File: config.mk
export PLATFORM = sky130hd
export DESIGN_NAME = serial_add_sub
export DESIGN_NICKNAME = d
export VERILOG_FILES = /design/src/rtl/alu_pkg.sv /design/src/rtl/chunk_adder.sv /design/src/rtl/serial_add_sub.sv
export SDC_FILE = /design/constraint.sdc
export NUM_CORES = 1
export LEC_CHECK = 0
export CORE_MARGIN = 2
export CORE_UTILIZATION = 50
export CTS_CLUSTER_DIAMETER = 80
export DETAILED_ROUTE_END_ITERATION = 10
export GPL_ROUTABILITY_DRIVEN = 1
export GPL_TIMING_DRIVEN = 0
export PLACE_DENSITY = 0.78
export SYNTH_ARGS = -nofsm -noshare
export SYNTH_HDL_FRONTEND = slang
export SYNTH_SLANG_ARGS = --single-unit
File: constraint.sdc
create_clock -name CLK -period 4.5 [get_ports CLK]
set_input_delay 0.9 -clock CLK [delete_from_list [all_inputs] [get_ports CLK]]
set_output_delay 0.9 -clock CLK [all_outputs]
set_load 0.03 [all_outputs]
File: src/rtl/alu_pkg.sv
// Shared definitions for the serial arithmetic blocks: FSM state encoding
// and the add/subtract operation select values.
package alu_pkg;

    typedef enum logic [1:0] {
        IDLE = 2'd0,
        RUN  = 2'd1,
        DONE = 2'd2
    } state_t;

    localparam logic OP_ADD = 1'b0;
    localparam logic OP_SUB = 1'b1;

endpackage

File: src/rtl/chunk_adder.sv
// Purely combinational CW-bit adder slice: sum, carry out, and the carry
// into the slice MSB (needed for two's-complement overflow on the last chunk).
module chunk_adder #(
    parameter int CW = 8
) (
    input  logic [CW-1:0] a,
    input  logic [CW-1:0] b,
    input  logic          ci,
    output logic [CW-1:0] s,
    output logic          co,
    output logic          c_msb
);

    logic [CW:0] full;

    assign full  = {1'b0, a} + {1'b0, b} + (CW+1)'(ci);
    assign s     = full[CW-1:0];
    assign co    = full[CW];
    // Sum bit = a ^ b ^ carry-in, so the carry into the MSB falls out directly.
    assign c_msb = full[CW-1] ^ a[CW-1] ^ b[CW-1];

endmodule

File: src/rtl/serial_add_sub.sv
// Chunk-serial WL-bit adder/subtractor: processes CW bits per clock, LSB
// chunk first, and pulses Done when Addout/CO/OVF_F are valid.
module serial_add_sub
    import alu_pkg::*;
#(
    parameter int WL = 32,
    parameter int CW = 8
) (
    input  logic          CLK,
    input  logic          RST,
    input  logic          Start,
    input  logic          Sub,
    input  logic          Signed,
    input  logic [WL-1:0] Addin1,
    input  logic [WL-1:0] Addin2,
    output logic [WL-1:0] Addout,
    output logic          CO,
    output logic          OVF_F,
    output logic          Busy,
    output logic          Done
);

    localparam int NCH   = WL / CW;
    localparam int IDX_W = (NCH > 1) ? $clog2(NCH) : 1;

    state_t             state, state_nxt;
    logic [WL-1:0]      a_q, b_q;
    logic               sub_q, signed_q;
    logic [IDX_W-1:0]   idx;
    logic               carry;

    logic [CW-1:0]      a_chunk, b_chunk, sum_chunk;
    logic               co_chunk, c_msb_chunk;
    logic               accept, last_chunk;

    assign accept     = (state != RUN) && Start;
    assign last_chunk = (idx == IDX_W'(NCH - 1));

    // State register
    always_ff @(posedge CLK) begin
        // NOTE: sequential state always uses non-blocking assignments so every
        // register samples pre-edge values regardless of statement order.
        if (RST) state <= IDLE;
        else     state <= state_nxt;
    end

    // Next-state logic
    always_comb begin
        // NOTE: default assignment first so no path leaves state_nxt unassigned
        // (which would infer a latch).
        state_nxt = state;
        unique case (state)
            IDLE, DONE: state_nxt = Start ? RUN : IDLE;
            RUN:        state_nxt = last_chunk ? DONE : RUN;
            default:    state_nxt = IDLE;
        endcase
    end

    // Output logic
    always_comb begin
        Busy = (state == RUN);
        Done = (state == DONE);
    end

    always_comb begin
        a_chunk = a_q[int'(idx) * CW +: CW];
        b_chunk = (sub_q == OP_ADD) ? b_q[int'(idx) * CW +: CW]
                                    : ~b_q[int'(idx) * CW +: CW];
    end

    chunk_adder #(.CW(CW)) u_chunk_adder (
        .a     (a_chunk),
        .b     (b_chunk),
        .ci    (carry),
        .s     (sum_chunk),
        .co    (co_chunk),
        .c_msb (c_msb_chunk)
    );

    // Datapath: operand capture, chunk accumulation, final flags.
    always_ff @(posedge CLK) begin
        if (RST) begin
            a_q      <= '0;
            b_q      <= '0;
            sub_q    <= 1'b0;
            signed_q <= 1'b0;
            idx      <= '0;
            carry    <= 1'b0;
            Addout   <= '0;
            CO       <= 1'b0;
            OVF_F    <= 1'b0;
        end else if (accept) begin
            a_q      <= Addin1;
            b_q      <= Addin2;
            sub_q    <= Sub;
            signed_q <= Signed;
            idx      <= '0;
            carry    <= (Sub == OP_SUB);
        end else if (state == RUN) begin
            Addout[int'(idx) * CW +: CW] <= sum_chunk;
            carry <= co_chunk;
            idx   <= idx + IDX_W'(1);
            if (last_chunk) begin
                CO <= co_chunk;
                // Unsigned subtract overflows on borrow, i.e. when no carry out.
                if (signed_q)   OVF_F <= c_msb_chunk ^ co_chunk;
                else if (sub_q) OVF_F <= ~co_chunk;
                else            OVF_F <= co_chunk;
            end
        end
    end

endmodule
Yosys cells after proc, flatten, opt, wreduce, memory -nomap -nowiden
Cells that the tools add are included.
{"block": "op_classes", "add_sub_neg": 4, "n_eq_ne": 4, "n_shift": 4, "n_mux": 9, "bitwise_logic": 6, "reduce_logical": 7}
{"cell": "variable part select 32 x 6 -> 8 bit", "count": 2}
{"cell": "negator 5 -> 33 bit", "count": 1}
{"cell": "variable shift 8 x 33 -> 32 bit, first input constant", "count": 1}
{"cell": "variable part select 8 x 33 -> 32 bit", "count": 1}
{"cell": "bitwise mux 32 bit", "count": 1}
{"cell": "adder 8 x 8 -> 9 bit", "count": 1}
{"cell": "adder 9 x 1 -> 9 bit", "count": 1}
{"cell": "2-to-1 mux 8 bit", "count": 1}
{"cell": "inverter 8 bit", "count": 1}
{"cell": "2-to-1 mux 1 bit", "count": 5}
{"cell": "== test 2 bit, second input constant", "count": 2}
{"cell": "one-hot mux 2 bit (2 select lines)", "count": 1}
{"cell": "OR reduction 2 bit", "count": 2}
{"cell": "AND reduction 3 bit", "count": 1}
{"cell": "bitwise XOR 1 bit", "count": 3}
{"cell": "adder 2 x 1 -> 2 bit, second input constant", "count": 1}
{"cell": "== test 2 x 1 -> 1 bit, second input constant", "count": 1}
{"cell": "logical NOT 2 bit", "count": 1}
{"cell": "2-to-1 mux 2 bit", "count": 1}
{"cell": "!= test 2 x 1 -> 1 bit, second input constant", "count": 1}
{"cell": "inverter 1 bit", "count": 2}
{"cell": "AND reduction 2 bit", "count": 1}
{"cell": "nonzero test 2 bit", "count": 1}
{"cell": "logical AND 1 bit", "count": 1}
{"block": "word_totals", "ff_bits": 105, "inputBits": 69, "output_inout_bits": 36, "wordCells": 44}

Logic depth before layout (Yosys ltp)
Gate-level depths: netlist of run 1.
{"block": "depth", "depth_word": 9, "mapped_depth": 13, "depth_no_buf": 11}

Modules after synthesis
Synthesis of run 1 repeated with hierarchy kept, for this count alone.
{"block": "unflattened", "cells_unflattened": 541, "area_unflattened_um2": 4931.0}
{"module": "serial_add_sub", "n_inst": 1, "cells_per_inst": 497, "area_each_um2": 4554.4, "seq_area_each_um2": 2102.0}
{"module": "chunk_adder", "n_inst": 1, "cells_per_inst": 44, "area_each_um2": 376.6, "seq_area_each_um2": 0.0}

Worst setup path before layout of run 1
No wires, ideal clock.
{"block": "synth_timing", "kind": "register to register", "start": "register idx[0]", "end": "register OVF_F", "setup_time_ns": 0.122, "t_arrival_ns": 3.568, "slack_ns": 0.810, "path_stages_with_launch": 12, "period_less_slack_ns": 3.690, "path_cell_list": "dfxtp_1 buf_6 buf_1 mux4_2 xnor2_1 ha_1 nor2b_1 o31a_1 o211a_1 or3_1 and2_0 a311o_1"}
{"block": "synth_between", "elab_chain_len": 9, "elab_cells_between_ends": 14, "classes_between": "2 x add/sub; 1 x eq/ne; 2 x shift; 3 x mux; 5 x bitwise; 1 x reduce/logical"}
{"element": "from (decl)", "line": "serial_add_sub.sv:29", "rtl": "logic [IDX_W-1:0] idx;"}
{"element": "from (signal assigned)", "line": "serial_add_sub.sv:102", "rtl": "idx <= idx + IDX_W'(1);"}
{"element": "variable part select 32 x 6 -> 8 bit", "line": "serial_add_sub.sv:67, serial_add_sub.sv:68"}
{"element": "inverter 8 bit", "line": "serial_add_sub.sv:68", "rtl": ": ~b_q[int'(idx) * CW +: CW];"}
{"element": "2-to-1 mux 8 bit", "line": "serial_add_sub.sv:67", "rtl": "b_chunk = (sub_q == OP_ADD) ? b_q[int'(idx) * CW +: CW]"}
{"element": "adder 8 x 8 -> 9 bit", "line": "chunk_adder.sv:16", "rtl": "assign full = {1'b0, a} + {1'b0, b} + (CW+1)'(ci);"}
{"element": "adder 9 x 1 -> 9 bit", "line": "chunk_adder.sv:16"}
{"element": "bitwise XOR 1 bit (2 in a row)", "line": "chunk_adder.sv:20", "rtl": "assign c_msb = full[CW-1] ^ a[CW-1] ^ b[CW-1];"}
{"element": "bitwise XOR 1 bit", "line": "serial_add_sub.sv:106", "rtl": "if (signed_q) OVF_F <= c_msb_chunk ^ co_chunk;"}
{"element": "2-to-1 mux 1 bit", "line": "serial_add_sub.sv:106"}
{"element": "to (signal assigned)", "line": "serial_add_sub.sv:106"}
{"element": "to (signal assigned)", "line": "serial_add_sub.sv:107", "rtl": "else if (sub_q) OVF_F <= ~co_chunk;"}
{"element": "to (signal assigned)", "line": "serial_add_sub.sv:108", "rtl": "else OVF_F <= co_chunk;"}
{"element": "to (decl)", "line": "serial_add_sub.sv:18", "rtl": "output logic OVF_F,"}
Several ways; a longest one is shown, not always the timed one.
A chain may end at the register's enable or synchronous reset.

Worst setup path after layout of run 1
Same ends and word-level chain as after synthesis.

==> qor.csv, run 1 <==
metric,value,unit
ys flop type,dfxtp_1,
die area,9940,um2
critical path class,flop to flop,
CTS max path bufs,2,
detailed placement HPWL,9270,um
Slew Limit Fails,0,
clk slew on worst S/H paths,0.10,ns
H-tree depth,3,
CP bufs+invs,3,
"Hold-fix buffers, CTS",0,
Initial Util,52.0,%
pwr dens,320,nW/um2
maximum vdd drop,199,uV
TritonCTS Buffers,9,
Post-Syn Area,4580,um2
fillers,741,
XOR/XNOR Fraction of Synth Area,2.49,%
core footprint,8810,um2
layout cells sized above 1,5.45,%
Slew headroom,3.51,%
Syn Inst Count,523,
"flops & latches, synth",105,
MaxCap Viol Count,0,
FP Rows,34,
GRT Residual Overflow,0,
Final Util,67.2,%
number of I/O port buffers,103,
post-cts gate resize count,0,
fin crit period,4.23,ns
arrival time worst endpoint,4.50,ns
first-pass GRT wire length,19300,um
clk_lat worst skew,0.37,ns
cell at the slowest stage of the critical path,buf_1,
leakage power,2.22,nW
DR WL/cell,15.9,um
Post-Route WL,11900,um
Hold Path Class,flop to flop,
Final Skew,0.00868,ns
"Req. time, crit path",4.76,ns
simple-gate share of the synthesized area,18.8,%
drt first-iter violations,217,
CTS tree,built,
Crit Path Max Fanout,10,
Routability Congestion,0.889,
CP endpoint kind,flop,
drt pass-1 iters,5,
post-CTS setup buffers,0,
M1 WL,5020,um
antenna cells,0,
Fmax achieved,236,MHz
largest net degree at the start of global routing,18,
Tot GR Track Use,24.6,%
"Seq/Total Area, Yosys",45.9,%
number of nets with antenna violations after routing,0,
number of synthesized flops with an enable pin,0,
Die H,99.7,um
Top Metal Used,met4,
yosys warns,0,
wire length on met2,5790,um
"Net Count, Synth",607,
Least-Margin Pin Slew,1.43,ns
vias in the first global route,4105,
post-synth cell types,43,
RSZ-0062 raised after global routing,false,
post-synthesis mux area share,8.42,%
startpoint types,flop,
cell family with most CP delay,buffers and inverters,
final setup TNS,0,ns
CTS Sinks,105,
via/cell ratio,5.60,
Final period util,94.1,%
ys async rst share,0,%
Root Driver,clkbuf_8,
Synth Area in Compound Gates,16.4,%
DRC,0,
Adder-Cell Fraction of Synth Area,4.43,%
I/O pins,105,
synthesis-to-layout area growth,29.2,%
status,completed,
die width,99.7,um
met3 wire len,706,um
Syn Area/Cell,8.76,um2
crit path cell chain,"buf_6, buf_1, mux4_2, xnor2_1, fa_1, inv_1, fa_1, a21o_1, nand4_1, and3_1, nor3_1, or2_2, a311o_1",
vias,4199,
"commonest non-fill, non-tap cells in the layout","nand2_1 (140), dfxtp_1 (105), clkdlybuf4s50_1 (103)",
"commonest non-fill, non-tap cell in the layout",nand2_1,
initial antenna violation count,0,
largest stage delay on the critical path,0.69,ns
final net count,721,
# setup viols final,0,
most numerous cell on the critical path,fa_1,
"Hold Vio Cnt, Final",0,
largest family of logic cells by synthesized area,simple AND/OR/NAND/NOR gates,
[tightest hold or removal path: cells and delay by family, from the launching register on]
family,cells,cell delay [ns]
flops,1,0.32
compound gates,1,0.05
simple gates,1,0.05
[metal layers]
metal / up-vias / GRT usage [%]
met1: 1960 / 29.9
met4: 0 / 11.5
met3: 32 / 3.94
met5: - / 0
li1: 2039 / -
met2: 168 / 42.7
[synthesized netlist by cell type (2+ instances only)]
library cell | instances | area (um2)
nand2_1 | 140 | 526
dfxtp_1 | 105 | 2100
a21oi_1 | 75 | 375
nor2_1 | 40 | 150
a22oi_1 | 24 | 180
clkbuf_1 | 24 | 90.1
ha_1 | 13 | 163
mux4_2 | 12 | 270
xnor2_1 | 10 | 87.6
inv_1 | 9 | 33.8
a32oi_1 | 8 | 70.1
nor3_1 | 6 | 30.0
o21ai_0 | 5 | 25.0
or3_1 | 5 | 31.3
buf_1 | 4 | 15.0
mux4_1 | 4 | 105
a21o_1 | 3 | 22.5
nor2b_1 | 3 | 18.8
nor4_1 | 3 | 18.8
xor2_1 | 3 | 26.3
fa_1 | 2 | 40.0
nand3_1 | 2 | 10.0
o21a_1 | 2 | 15.0
or2_2 | 2 | 12.5
[flip-flops by register name (all words and copies together) (netlist names)]
register and count:
Addout 32, a_q 32, carry 1, sub_q 1, signed_q 1, CO 1
b_q 32, state 2, OVF_F 1, idx 2
[worst paths after layout]
| kind | startpoint | to | slack (ns) | cells past startpoint |
|---|---|---|---|---|
| max | idx[0]$_SDFFE_PP0P_ | OVF_F$_SDFFE_PP0P_ | 0.27 | 13 |
| min | b_q[1]$_SDFFE_PP0P_ | b_q[1]$_SDFFE_PP0P_ | 0.46 | 2 |
| max reg2reg | idx[0]$_SDFFE_PP0P_ | OVF_F$_SDFFE_PP0P_ | 0.27 | 13 |
| min reg2reg | b_q[1]$_SDFFE_PP0P_ | b_q[1]$_SDFFE_PP0P_ | 0.46 | 2 |
[final cells by class]
type                    count  area, um2  share of cell area, %
inverters                  10       37.5                  0.635
clock inverters             6       42.5                  0.719
multi-input cells         377       2310                   39.1
plain buffers              31        129                   2.18
well taps                 108        135                   2.28
repair buffers            103       1030                   17.4
flip-flops and latches    105       2100                   35.5
clock buffers              10        128                   2.16
[per-stage QoR]
step	power [mW]	std cells	instance area (um2)	worst slack, ns	hold slack [ns]
detailed placement	1.38	734	5750	0.261	0.445
global placement	1.37	734	5750	0.328	0.438
finish	1.89	750	5920	0.267	0.459
global route	1.98	750	5920	0.0172	0.473
CTS	1.89	750	5920	0.239	0.459
floorplan	1.23	523	4580	0.810	0.432
[power by group]
part,total [mW],internal (mW),switching (mW)
logic,0.364,0.163,0.202
registers,0.997,0.972,0.0251
clock network,0.531,0.204,0.327
total,1.89,1.34,0.554
[cell families after synthesis]
| kind of cell | count (synthesis) |
|---|---|
| adder cells (fa/ha/maj) | 15 |
| multiplexers | 17 |
| flip-flops | 105 |
| buffers and inverters | 41 |
| AO/OA/AOI/OAI | 123 |
| AND/OR/NAND/NOR | 209 |
| XOR/XNOR | 13 |
Note: power is estimated with default switching activity, not from simulation.
==> run 2, diff against run 1 <==
--- a/config.mk
+++ b/config.mk
@@ -5,7 +5,7 @@
 export SDC_FILE = /design/constraint.sdc
 export NUM_CORES = 1
 export LEC_CHECK = 0
-export CORE_MARGIN = 2
+export CORE_MARGIN = 5
 export CORE_UTILIZATION = 50
 export CTS_CLUSTER_DIAMETER = 80
 export DETAILED_ROUTE_END_ITERATION = 10
==> run 2 against run 1 <==
  * Critical endpoint unchanged
  * Sequential power about the same
  * Critical path depth down 2
  * Core utilization shrank 1.8 points
  * Count of clock-buffer cells in the layout unchanged
  * Maximum frequency up 8.0%
==> qor.csv, run 2 (synthesized netlist as in run 1, its figures left out) <==
metric,value,unit,change
RSZ-0062 raised after global routing,false,,
sequential fraction of design power,52.5,%,-0.2 points
startpoint types,flop,,
FP Rows,35,,+2.9%
post-CTS setup buffers,0,,unchanged
Die H,106,um,+6.0%
Final Util,65.4,%,-1.8 points
# setup viols final,0,,unchanged
clk_lat worst skew,0.36,ns,about the same
final hold slack,0.457,ns,-0.00227 ns
synthesis-to-layout area growth,29.5,%,
H-tree depth,3,,unchanged
dpl ws,0.291,ns,+0.0304 ns
I/O pins,105,,unchanged
vias in the first global route,4151,,+1.1%
core footprint,9060,um2,+2.9%
first-pass GRT wire length,19800,um,+2.9%
leakage power,2.22,nW,+0.23%
Root Driver,clkbuf_8,,
Slew Limit Fails,0,,unchanged
Fmax achieved,255,MHz,+8.0%
setup ws final,0.580,ns,+0.313 ns
DRC,0,,unchanged
"commonest non-fill, non-tap cell in the layout",nand2_1,,
via/cell ratio,5.57,,-0.50%
drt first-iter violations,198,,-8.8%
initial antenna violation count,0,,unchanged
Tot GR Track Use,22.1,%,-2.4 points
detailed placement HPWL,9650,um,+4.1%
sw frac,29.2,%,-0.045 points
GRT Residual Overflow,0,,unchanged
total power,1.90,mW,+0.34%
"Req. time, crit path",4.74,ns,-0.02 ns
TritonCTS Buffers,9,,unchanged
footprint of the multi-input gates,2320,um2,+0.27%
Internal Power,1.34,mW,+0.40%
Post-Place Cells,737,,+0.41%
number of I/O port buffers,103,,unchanged
drt pass-1 iters,4,,-1
Clk pwr share,28.4,%,+0.3 points
Initial Util,50.5,%,-1.5 points
largest net degree at the start of global routing,19,,+1
final setup TNS,0,ns,unchanged
Post-Route WL,12300,um,+3.2%
antenna cells,0,,unchanged
flop-to-flop setup slack,0.58,ns,+0.31 ns
"commonest non-fill, non-tap cells in the layout","nand2_1 (140), dfxtp_1 (105), clkdlybuf4s50_1 (103)",,
Slew headroom,7.27,%,+3.8 points
post-layout instance area,5930,um2,+0.23%
fillers,750,,+1.2%
Routability Congestion,0.922,,+3.7%
final net count,720,,-0.14%
die area,11200,um2,+12%
vias,4189,,-0.24%
DR WL/cell,16.4,um,+3.0%
maximum vdd drop,191,uV,-3.8%
Least-Margin Pin Slew,1.38,ns,-0.0560 ns
pwr dens,320,nW/um2,+0.11%
Final Skew,0.0117,ns,+0.00301 ns
CP endpoint kind,flop,,
area occupied by registers,2100,um2,unchanged
CTS max path bufs,2,,unchanged
arrival time worst endpoint,4.16,ns,-0.34 ns
Crit Path Max Fanout,10,,unchanged
die width,106,um,+6.0%
Placed Area,5750,um2,about the same
Largest regs,"Addout: 32 flops, a_q: 32 flops, b_q: 32 flops",,
status,completed,,
logic gate share of total power,19.1,%,about the same
Non-Filler Instances,752,,+0.27%
critical path class,flop to flop,,
number of nets with antenna violations after routing,0,,unchanged
Final period util,87.1,%,-7.0 points
Hold Path Class,flop to flop,,
fin crit period,3.92,ns,-0.313 ns
"Hold Vio Cnt, Final",0,,unchanged
"Hold-fix buffers, CTS",0,,unchanged
CTS Sinks,105,,unchanged
Net Sw Power,555,uW,+0.19%
layout cells sized above 1,5.62,%,+0.16 points
post-cts gate resize count,0,,unchanged
clk slew on worst S/H paths,0.10,ns,about the same
MaxCap Viol Count,0,,unchanged
CTS tree,built,,
## run 2: worst max-delay path: stages (launching register included)
cell      delay, ns
dfxtp_1        0.40
buf_4          0.23
clkbuf_1       0.55
mux4_2         0.43
xnor2_1        0.30
ha_1           0.29
nor2b_1        0.14
o31a_1         0.28
o211a_1        0.27
or3_1          0.38
and2_0         0.18
a311o_1        0.35
## run 2: power groups by stage
stage | Sequential [mW] | Combinational [mW] | Clock (mW)
floorplan | 1.02 | 0.217 | 0
global placement | 1.02 | 0.350 | 0
detailed placement | 1.02 | 0.361 | 0
CTS | 0.996 | 0.362 | 0.546
global route | 1.00 | 0.399 | 0.587
finish | 0.997 | 0.363 | 0.539
## run 2: layout make-up
| cell class | count | share of cell area, % |
|---|---|---|
| timing repair buffer | 103 | 17.4 |
| sequential | 105 | 35.5 |
| multi-input combinational | 377 | 39.1 |
| tap | 111 | 2.34 |
| inverter | 10 | 0.633 |
| clock inverter | 6 | 0.844 |
| buffer | 30 | 2.11 |
| clock buffer | 10 | 2.15 |
## run 2: final timing paths
check	start	endpoint	cells past startpoint
worst max register to register	idx[1]$_SDFFE_PP0P_	OVF_F$_SDFFE_PP0P_	11
worst min register to register	b_q[12]$_SDFFE_PP0P_	b_q[12]$_SDFFE_PP0P_	2
worst min-delay path	b_q[12]$_SDFFE_PP0P_	b_q[12]$_SDFFE_PP0P_	2
worst max-delay path	idx[1]$_SDFFE_PP0P_	OVF_F$_SDFFE_PP0P_	11
## run 2: metal layers
layer  up-vias  track usage (%)  part of all wire (%)
met2       141             39.1                    50
met5         -                0                     0
met4         0             7.68                   2.5
li1       2040                -                     -
met1      1982             26.9                    42
met3        26             4.29                   5.9
==> run 3, diff against run 2 <==
--- a/config.mk
+++ b/config.mk
@@ -6,7 +6,7 @@
 export NUM_CORES = 1
 export LEC_CHECK = 0
 export CORE_MARGIN = 5
-export CORE_UTILIZATION = 50
+export CORE_UTILIZATION = 51
 export CTS_CLUSTER_DIAMETER = 80
 export DETAILED_ROUTE_END_ITERATION = 10
 export GPL_ROUTABILITY_DRIVEN = 1
@@ -14,4 +14,5 @@
 export PLACE_DENSITY = 0.78
 export SYNTH_ARGS = -nofsm -noshare
 export SYNTH_HDL_FRONTEND = slang
+export SYNTH_HIERARCHICAL = 1
 export SYNTH_SLANG_ARGS = --single-unit
==> run 3 against run 2 <==
  * Cell count grew 4.8%
  * Maximum frequency shrank 0.14%
  * Wire length grew 16%
  * Synthesized cell count grew 3.4%
  * Synthesized area grew 7.7%
  * Largest power group unchanged
==> qor.csv, run 3 <==
metric,value,unit,change
Syn Area/Cell,9.11,um2,+4.1%
Fmax achieved,255,MHz,-0.14%
core footprint,9330,um2,+2.9%
die width,108,um,+2.5%
"flops & latches, synth",105,,unchanged
drt pass-1 iters,5,,+1
top-count cell post-synth,dfxtp_1,,
Syn Inst Count,541,,+3.4%
clk slew on worst S/H paths,0.10,ns,about the same
I/O pins,105,,unchanged
"Seq/Total Area, Yosys",42.6,%,-3.3 points
post-synth cell types,42,,-2.3%
sw frac,29.2,%,-0.067 points
DRC,0,,unchanged
Post-Syn Area,4930,um2,+7.7%
hold_sp,Addout[19]$_SDFFE_PP0P_,,
status,completed,,
sequential fraction of design power,49.6,%,-2.9 points
post-CTS setup buffers,0,,unchanged
post-cts gate resize count,0,,unchanged
Internal Power,1.42,mW,+5.6%
post-synth top area cell,dfxtp_1,,
Slew Limit Fails,0,,unchanged
Post-Route WL,14200,um,+16%
initial antenna violation count,1,,+1
final setup TNS,0,ns,unchanged
Least-Margin Pin Slew,0.621,ns,-0.757 ns
# setup viols final,0,,unchanged
drt first-iter violations,290,,+46%
ys async rst share,0,%,unchanged
GRT Residual Overflow,0,,unchanged
Tot GR Track Use,25.0,%,+2.8 points
number of synthesized flops with an enable pin,0,,unchanged
number of nets with antenna violations after routing,0,,unchanged
MaxCap Viol Count,0,,unchanged
Adder-Cell Fraction of Synth Area,3.86,%,-0.57 points
largest stage delay on the critical path,0.51,ns,-0.04 ns
TritonCTS Buffers,9,,unchanged
cell at the slowest stage of the critical path,fa_1,,
"Hold-fix buffers, CTS",0,,unchanged
"commonest non-fill, non-tap cells in the layout","dfxtp_1 (105), clkdlybuf4s50_1 (102), a21oi_1 (80)",,
"top cells by area, synth","dfxtp_1 (43%), a21oi_1 (8.1%), nand3_1 (7.7%)",,
most numerous cell on the critical path,fa_1,,
Initial Util,52.9,%,+2.3 points
"commonest non-fill, non-tap cell in the layout",dfxtp_1,,
XOR/XNOR Fraction of Synth Area,2.94,%,+0.46 points
CTS tree,built,,
via/cell ratio,5.78,,+3.8%
critical path class,flop to flop,,
leakage power,2.30,nW,+3.4%
ys flop type,dfxtp_1,,
number of I/O port buffers,102,,-0.97%
detailed placement HPWL,10800,um,+12%
largest net degree at the start of global routing,18,,-1
maximum vdd drop,189,uV,-1.3%
"Net Count, Synth",624,,+2.8%
fin crit period,3.93,ns,+0.00545 ns
Final period util,87.2,%,+0.12 points
first-pass GRT wire length,22800,um,+15%
vias,4555,,+8.7%
"Hold Vio Cnt, Final",0,,unchanged
pwr dens,317,nW/um2,-1.0%
H-tree depth,3,,unchanged
Routability Congestion,0.960,,+4.1%
Largest regs,"Addout: 32 flops, a_q: 32 flops, b_q: 32 flops",,
synthesis-to-layout area growth,28.1,%,
clk_lat worst skew,0.36,ns,about the same
Crit Path Max Fanout,10,,unchanged
CTS max path bufs,2,,unchanged
antenna cells,0,,unchanged
simple-gate share of the synthesized area,14.6,%,-4.2 points
reg2reg start,idx[1]$_SDFFE_PP0P_,,
Final Skew,0.00543,ns,-0.00625 ns
post-synthesis mux area share,8.65,%,+0.24 points
Slew headroom,58.3,%,+51 points
Synth Area in Compound Gates,21.6,%,+5.3 points
layout cells sized above 1,8.19,%,+2.6 points
FP Rows,35,,unchanged
crit path cell chain,"clkbuf_1, buf_2, mux4_2, fa_1, fa_1, a21o_2, a21oi_1, o21ai_0, a31o_2, xnor2_1, a22o_1",,
Net Sw Power,584,uW,+5.2%
setup ws final,0.574,ns,-0.00545 ns
vias in the first global route,4527,,+9.1%
final net count,737,,+2.4%
Hold Path Class,flop to flop,,
Final Util,67.7,%,+2.3 points
DR WL/cell,18.1,um,+10%
die area,11700,um2,+5.0%
arrival time worst endpoint,4.18,ns,+0.02 ns
"Req. time, crit path",4.76,ns,+0.02 ns
Post-synth top cells,"dfxtp_1 (105), a21oi_1 (80), nand3_1 (76), o21ai_0 (67)",,
dpl ws,0.685,ns,+0.394 ns
startpoint types,flop,,
RSZ-0062 raised after global routing,false,,
Root Driver,clkbuf_8,,
logic gate share of total power,20.4,%,+1.3 points
start point of the critical path,idx[1]$_SDFFE_PP0P_,,
CTS Sinks,105,,unchanged
CP endpoint kind,flop,,
largest family of logic cells by synthesized area,compound AO/OA/AOI/OAI gates,,
top-area cell type share of the netlist area,42.6,%,-3.3 points
Clk pwr share,30.0,%,+1.6 points
Die H,108,um,+2.5%
yosys warns,6,,+6
[run 3: path summary, 6_finish.rpt]
kind,end,slack (ns),depth (start not counted)
max,OVF_F$_SDFFE_PP0P_,0.57,11
min,Addout[19]$_SDFFE_PP0P_,0.46,2
max reg2reg,OVF_F$_SDFFE_PP0P_,0.57,11
min reg2reg,Addout[19]$_SDFFE_PP0P_,0.46,2
[run 3: metrics by stage]
| step | total power [mW] | cells | hold slack, ns | area [um2] |
|---|---|---|---|---|
| 5_1_grt | 2.07 | 788 | 0.475 | 6320 |
| 4_1_cts | 2.00 | 788 | 0.459 | 6320 |
| 6_report | 2.00 | 788 | 0.456 | 6320 |
| 3_5_place_dp | 1.42 | 772 | 0.446 | 6110 |
| 3_3_place_gp | 1.41 | 772 | 0.439 | 6110 |
| 2_1_floorplan | 1.25 | 541 | 0.449 | 4930 |
[run 3: area by class of cell]
class,instances,area [um2]
fillers,803,3010
multi-input cells,374,2550
flip-flops and latches,105,2100
repair buffers,102,1020
plain buffers,55,254
well taps,129,161
clock buffers,10,138
clock inverters,6,67.6
inverters,7,26.3
[run 3: cell families (layout without fill, tap and decap cells)]
group	after synthesis	count (layout)
compound gates	186	186
xor+xnor	15	15
mux	20	20
simple gates	139	139
fa+ha+maj	14	14
flops	105	105
buf+inv	62	180
[run 3: per-layer routing]
| layer | part of all wire (%) | vias up | track usage [%] |
|---|---|---|---|
| met5 | 0.091 | - | 0 |
| met4 | 1.8 | 2 | 7.12 |
| met3 | 6.8 | 23 | 3.88 |
| met2 | 50 | 164 | 43.2 |
| met1 | 42 | 2145 | 32.3 |
| li1 | - | 2221 | - |
[run 3: critical path, delay by kind of cell, from the launching register on]
kind	cells	cell delay, ns
compound gates	5	1.21
xor+xnor	1	0.13
fa+ha+maj	2	0.95
buf+inv	2	0.74
flops	1	0.40
mux	1	0.39
[run 3: power by group through the flow]
stage	logic, mW	clock network, mW	registers [mW]
final	0.409	0.600	0.993
after global routing	0.441	0.636	0.997
after CTS	0.403	0.601	0.993
after detailed placement	0.402	0	1.01
after global placement	0.392	0	1.01
after floorplan	0.239	0	1.01
